## src/rtl/cpu_arb_pkg.sv

```systemverilog
// Shared arbitration types for the CPU-side request arbiters.
package cpu_arb_pkg;

    typedef enum logic {ARB_IDLE, ARB_GRANT} arb_state_t;
    typedef logic [1:0] req_idx_t;

    localparam int N_REQ = 4;

endpackage

```

## src/rtl/Mux4x1.sv

```systemverilog
// Plain 4:1 datapath mux, SIZE bits wide.
module Mux4x1 #(
    parameter int SIZE = 8
) (
    input  logic [SIZE-1:0] In0,
    input  logic [SIZE-1:0] In1,
    input  logic [SIZE-1:0] In2,
    input  logic [SIZE-1:0] In3,
    input  logic [1:0]      sel,
    output logic [SIZE-1:0] out
);

    always_comb begin
        case (sel)
            2'd0:    out = In0;
            2'd1:    out = In1;
            2'd2:    out = In2;
            default: out = In3;
        endcase
    end

endmodule

```

## src/rtl/rr4_pick.sv

```systemverilog
// Combinational 4-way round-robin pick: first set req bit after ptr, wrapping back to ptr itself.
module rr4_pick
    import cpu_arb_pkg::*;
(
    input  logic [N_REQ-1:0] req,
    input  req_idx_t         ptr,
    output req_idx_t         win,
    output logic             any
);

    req_idx_t w_idx;

    always_comb begin
        win   = '0;
        w_idx = '0;
        any   = |req;
        // Scan farthest first so the nearest set bit after ptr overwrites and wins.
        for (int k = N_REQ; k >= 1; k--) begin
            w_idx = ptr + req_idx_t'(k);
            if (req[w_idx]) win = w_idx;
        end
    end

endmodule

```

## src/rtl/mux_rr_arbiter4.sv

```systemverilog
// Round-robin arbiter sharing one SIZE-bit datapath among four requesters,
// with a per-grant beat cap so no requester can starve the others.
module mux_rr_arbiter4
    import cpu_arb_pkg::*;
#(
    parameter int SIZE     = 8,
    parameter int MAX_HOLD = 4
) (
    input  logic             clk,
    input  logic             rst_n,
    input  logic [3:0]       req,
    input  logic [SIZE-1:0]  In0,
    input  logic [SIZE-1:0]  In1,
    input  logic [SIZE-1:0]  In2,
    input  logic [SIZE-1:0]  In3,
    input  logic             out_ready,
    output logic [3:0]       gnt,
    output logic [1:0]       sel,
    output logic             out_valid,
    output logic [SIZE-1:0]  out_data
);

    localparam int                CNT_W    = $clog2(MAX_HOLD + 1);
    localparam logic [CNT_W-1:0]  CNT_LAST = CNT_W'(MAX_HOLD - 1);

    arb_state_t        r_state, w_state_nxt;
    req_idx_t          r_ptr,   w_ptr_nxt;
    req_idx_t          r_sel,   w_sel_nxt;
    logic [CNT_W-1:0]  r_cnt,   w_cnt_nxt;
    logic [N_REQ-1:0]  r_gnt,   w_gnt_nxt;

    req_idx_t          w_pick_ptr;
    req_idx_t          w_win;
    logic              w_any;
    logic              w_beat;
    logic              w_release;

    // While granted, arbitrate as if ptr already moved to the owner, so a
    // release can hand over on the same edge with the owner at lowest priority.
    assign w_pick_ptr = (r_state == ARB_GRANT) ? r_sel : r_ptr;

    rr4_pick u_pick (
        .req (req),
        .ptr (w_pick_ptr),
        .win (w_win),
        .any (w_any)
    );

    Mux4x1 #(.SIZE(SIZE)) u_mux (
        .In0 (In0),
        .In1 (In1),
        .In2 (In2),
        .In3 (In3),
        .sel (r_sel),
        .out (out_data)
    );

    assign out_valid = (r_gnt != '0) && req[r_sel];
    assign w_beat    = out_valid && out_ready;
    assign w_release = (r_state == ARB_GRANT) &&
                       (!req[r_sel] || (w_beat && (r_cnt == CNT_LAST)));

    always_comb begin
        w_state_nxt = r_state;
        w_ptr_nxt   = r_ptr;
        w_sel_nxt   = r_sel;
        w_cnt_nxt   = r_cnt;
        w_gnt_nxt   = r_gnt;
        case (r_state)
            ARB_IDLE: begin
                if (w_any) begin
                    w_state_nxt = ARB_GRANT;
                    w_gnt_nxt   = N_REQ'(1) << w_win;
                    w_sel_nxt   = w_win;
                    w_cnt_nxt   = '0;
                end
            end
            default: begin
                if (w_release) begin
                    w_ptr_nxt = r_sel;
                    w_cnt_nxt = '0;
                    if (w_any) begin
                        w_gnt_nxt = N_REQ'(1) << w_win;
                        w_sel_nxt = w_win;
                    end else begin
                        w_state_nxt = ARB_IDLE;
                        w_gnt_nxt   = '0;
                    end
                end else if (w_beat) begin
                    w_cnt_nxt = r_cnt + CNT_W'(1);
                end
            end
        endcase
    end

    always_ff @(posedge clk or negedge rst_n) begin
        if (!rst_n) begin
            r_state <= ARB_IDLE;
            r_ptr   <= 2'd3;
            r_sel   <= '0;
            r_cnt   <= '0;
            r_gnt   <= '0;
        end else begin
            r_state <= w_state_nxt;
            r_ptr   <= w_ptr_nxt;
            r_sel   <= w_sel_nxt;
            r_cnt   <= w_cnt_nxt;
            r_gnt   <= w_gnt_nxt;
        end
    end

    assign gnt = r_gnt;
    assign sel = r_sel;

endmodule

```

## config.mk

```make
export PLATFORM = sky130hd
export DESIGN_NAME = mux_rr_arbiter4
export DESIGN_NICKNAME = d
export VERILOG_FILES = /design/src/rtl/cpu_arb_pkg.sv /design/src/rtl/Mux4x1.sv /design/src/rtl/rr4_pick.sv /design/src/rtl/mux_rr_arbiter4.sv
export SDC_FILE = /design/constraint.sdc
export NUM_CORES = 1
export LEC_CHECK = 0
export ABC_AREA = 1
export BUFFER_PORTS_ARGS = -buffer_cell sky130_fd_sc_hd__buf_4
export CAP_MARGIN = 20
export CORE_MARGIN = 8
export CORE_UTILIZATION = 47
export DETAILED_ROUTE_END_ITERATION = 8
export PLACE_DENSITY = 0.87
export SYNTH_ARGS = -nofsm -noshare
export SYNTH_HDL_FRONTEND = slang
export SYNTH_HIERARCHICAL = 1
export SYNTH_SLANG_ARGS = --single-unit
```

## constraint.sdc

```tcl
create_clock -name clk -period 2.1 [get_ports clk]
set_input_delay 0.21 -clock clk [delete_from_list [all_inputs] [get_ports clk]]
set_output_delay 0.21 -clock clk [all_outputs]
set_load 0.01 [all_outputs]
```

==> summary.txt <==
Clock network
  • Worst skew pair latency: between 0.2 and 0.3 ns
  • CTS tree: done
  • Clock-pin slew on the worst setup and hold paths: roughly 0.080 ns
  • CTS H-Tree Depth: 1
  • Max Buffers Root-to-Sink: 2
  • TritonCTS Buffers: 3
  • TritonCTS Sinks: 12
  • CTS resizes: 0
  • Clk root buf: clkbuf_4

Worst setup path
  • Critical path, cell by cell: inv_1 -> o21ai_0 -> buf_4 -> inv_4 -> nand2_4 -> nand2_4 -> nand2_1 -> nand2_2 -> inv_1 -> nand2_1 -> nand2_1 -> nand2_1 -> inv_1 -> nand2_1 -> o21ai_2
  • Top delay family on crit path: simple AND/OR/NAND/NOR gates
  • Required @ worst endpoint: approximately 2.3 ns
  • Setup Crit Path Kind: flop to flop
  • Reg2reg path depth: 15
  • CP Max Fanout: 10
  • Crit-path slowest cell: dfstp_2
  • RR Endpoint: gnt[0]$_DFFE_PN0P_
  • CP bufs+invs: 5
  • Worst path max stage delay: between 0.5 and 0.6 ns
  • Crit. End Element: flop
  • R2R Path Start: r_ptr[0]$_DFFE_PN1P_
  • Worst reg2reg setup slack: 0.18 ns
  • Data arrival, critical path: 2.13 ns
  • Startpoint Class: flop
  • Worst path most repeated cell: nand2_1

Route
  • Drt total wl: roughly 3400 um
  • DRT iter0 DRCs: 120
  • DRC: 0
  • Wire per inst: ~12 um
  • Antenna-violating nets left: 0
  • Vias/cell: 5.26
  • Via count: between 1000 and 1500
  • Pre-antenna DRT Iters: 4

Die
  • Initial Util: about half
  • I/O pins: between 50 and 60
  • Die Area: about 4500 um^2
  • Die Height: roughly 67 um
  • # rows: 18
  • Core ar.: around 2500 um^2
  • Die extent in x: 67.3 um

Placement
  • Final Wtd Congestion: ~0.84
  • Placed insts: 271
  • HPWL after DPL: 2770 um
  • IO Port Bufs: 53

GRT
  • GRT Util Overall: between 10% and 20%
  • Initial antenna violation count: 0
  • GR Overflow Total: 0
  • First-pass GRT wire length: 5480 um
  • Largest net degree at the start of global routing: 25
  • Vias in the first global route: 1311

Timing
  • Relative slew slack: between 80% and 90%
  • Hold Vio Cnt, Final: 0
  • RSZ-0062 raised after global routing: false
  • Final Max Slew Viols: 0
  • Fmax: approximately 0.52 GHz
  • Final Critical Period: roughly 1.9 ns
  • Tcrit/Tclk final: 91.4%
  • Setup violations, final: 0
  • Clk_skew: around 0.012 ns
  • Setup total negative slack: 0 ns
  • Worst-Margin Slew: about 0.29 ns

Yosys
  • Post-synth EDFFs: 0
  • Cells after synthesis: between 150 and 200
  • Most common cell in the synthesized netlist: nand2_1
  • Largest cells by area after synthesis: dfrtp_1 (20%), nand2_1 (17%), nand3_1 (13%)
  • Main synth FF type: dfrtp_1
  • Mapped Avg Cell Area: approximately 6.5 um^2
  • Register area share after synthesis: between 20 and 25%
  • Yosys warns: 6
  • Yosys reg bits: 12
  • Fraction of registers with async set or reset after synthesis: 100%
  • Post-synth top cells: nand2_1 (56), nand3_1 (31), inv_1 (27)
  • Synthesized cell area: roughly 1200 um^2
  • Post-synth net total: 230
  • Top cell type's share of synthesized area: approximately a fifth
  • Synth unique cells: 23
  • Dominant cell type by area after synthesis: dfrtp_1

Pwr
  • Peak VDD IR: approximately 0.94 mV
  • Leak Pwr: 0.935 nW
  • Pwr/cell area: 1430 nW/um^2
  • Pwr Total: 2.40 mW

Run status
  • Outcome: finished, final reports clean

Run
  • Max-cap violations: 0

Final layout
  • # nets final: 288
  • Final instance count without filler cells: about 280
  • Area added between synthesis and finish: 36.0%
  • ANT cells: 0
  • Share of cells above drive strength 1: 36.6%

Hold path
  • Min-delay worst type: input pin to asynchronous set/reset pin
-- cells by family after synthesis --
kind of cell               after synthesis  share of synthesized area (%)
and+or+nand+nor                        124                           49.5
DFF                                     12                           24.5
buffers and inverters                   37                           14.7
AOI/OAI and AO/OA                       14                           9.31
adders and majority gates                2                           2.02
-- routing by layer --
layer  wire length [um]  track usage (%)  vias up
li1                   -                -      735
met1               1590             19.7      651
met2               1390             23.5       61
met3                385             3.31        5
met4                 31             2.61        0
met5                  0                0        -
-- how the worst max path moves through the flow --
stage / startpoint / depth (start not counted) / endpoint / slack (ns)
final: r_ptr[0]$_DFFE_PN1P_ / 15 / gnt[0]$_DFFE_PN0P_ / 0.18
after global routing: r_ptr[0]$_DFFE_PN1P_ / 15 / gnt[0]$_DFFE_PN0P_ / 0.03
after CTS: r_ptr[0]$_DFFE_PN1P_ / 15 / gnt[0]$_DFFE_PN0P_ / 0.19
after detailed placement: r_ptr[0]$_DFFE_PN1P_ / 15 / gnt[0]$_DFFE_PN0P_ / 0.20
after global placement: r_ptr[0]$_DFFE_PN1P_ / 16 / gnt[2]$_DFFE_PN0P_ / 0.23
after floorplan: r_ptr[1]$_DFFE_PN1P_ / 14 / gnt[0]$_DFFE_PN0P_ / 0.26
-- registers in the layout (all words and copies together), names as in the netlist --
signal and count:
r_ptr 2, r_cnt 3, r_state 1, gnt 4
sel 2
-- placed cells by master, fill, tap and decap left out, drive strengths merged --
| cell | n |
|---|---|
| o21ai | 11 |
| a31oi | 1 |
| a21oi | 1 |
| nand3b | 1 |
| nor2 | 8 |
| inv | 32 |
| dfrtp | 10 |
| dfstp | 2 |
| o31ai | 1 |
| clkbuf | 4 |
| dlygate4sd3 | 1 |
| nand4 | 15 |
| nand3 | 32 |
| nand2 | 68 |
| ha | 2 |
| buf | 57 |
-- timing repair --
| action | in CTS | in global routing |
|---|---|---|
| setup buffers | 0 | 0 |
| setup endpoints to repair | 0 | 0 |
| hold buffers | 1 | 0 |
| hold endpoints to repair | 12 | 0 |
-- where the power goes --
part           total, mW  internal (mW)  switching [mW]
clock network      0.150         0.0735          0.0764
registers          0.368          0.322          0.0460
logic               1.88          0.733            1.15
-- layout make-up --
class | instances | area (um^2)
fillers | 230 | 796
clock buffers | 4 | 26.3
flip-flops and latches | 12 | 303
repair buffers | 58 | 438
well taps | 30 | 37.5
multi-input cells | 140 | 752
inverters | 32 | 125
-- metrics by stage --
step           hold slack (ns)  worst slack [ns]  util, %  cell area (um^2)
2_1_floorplan          -0.0856             0.258        -              1240
3_3_place_gp            0.0558             0.235     66.4              1650
3_5_place_dp            0.0553             0.198     66.4              1650
4_1_cts                  0.302             0.191     67.9              1680
5_1_grt                  0.338            0.0299     67.9              1680
6_report                 0.301             0.182     67.9              1680
No activity file was read; power rests on OpenSTA's default activity.
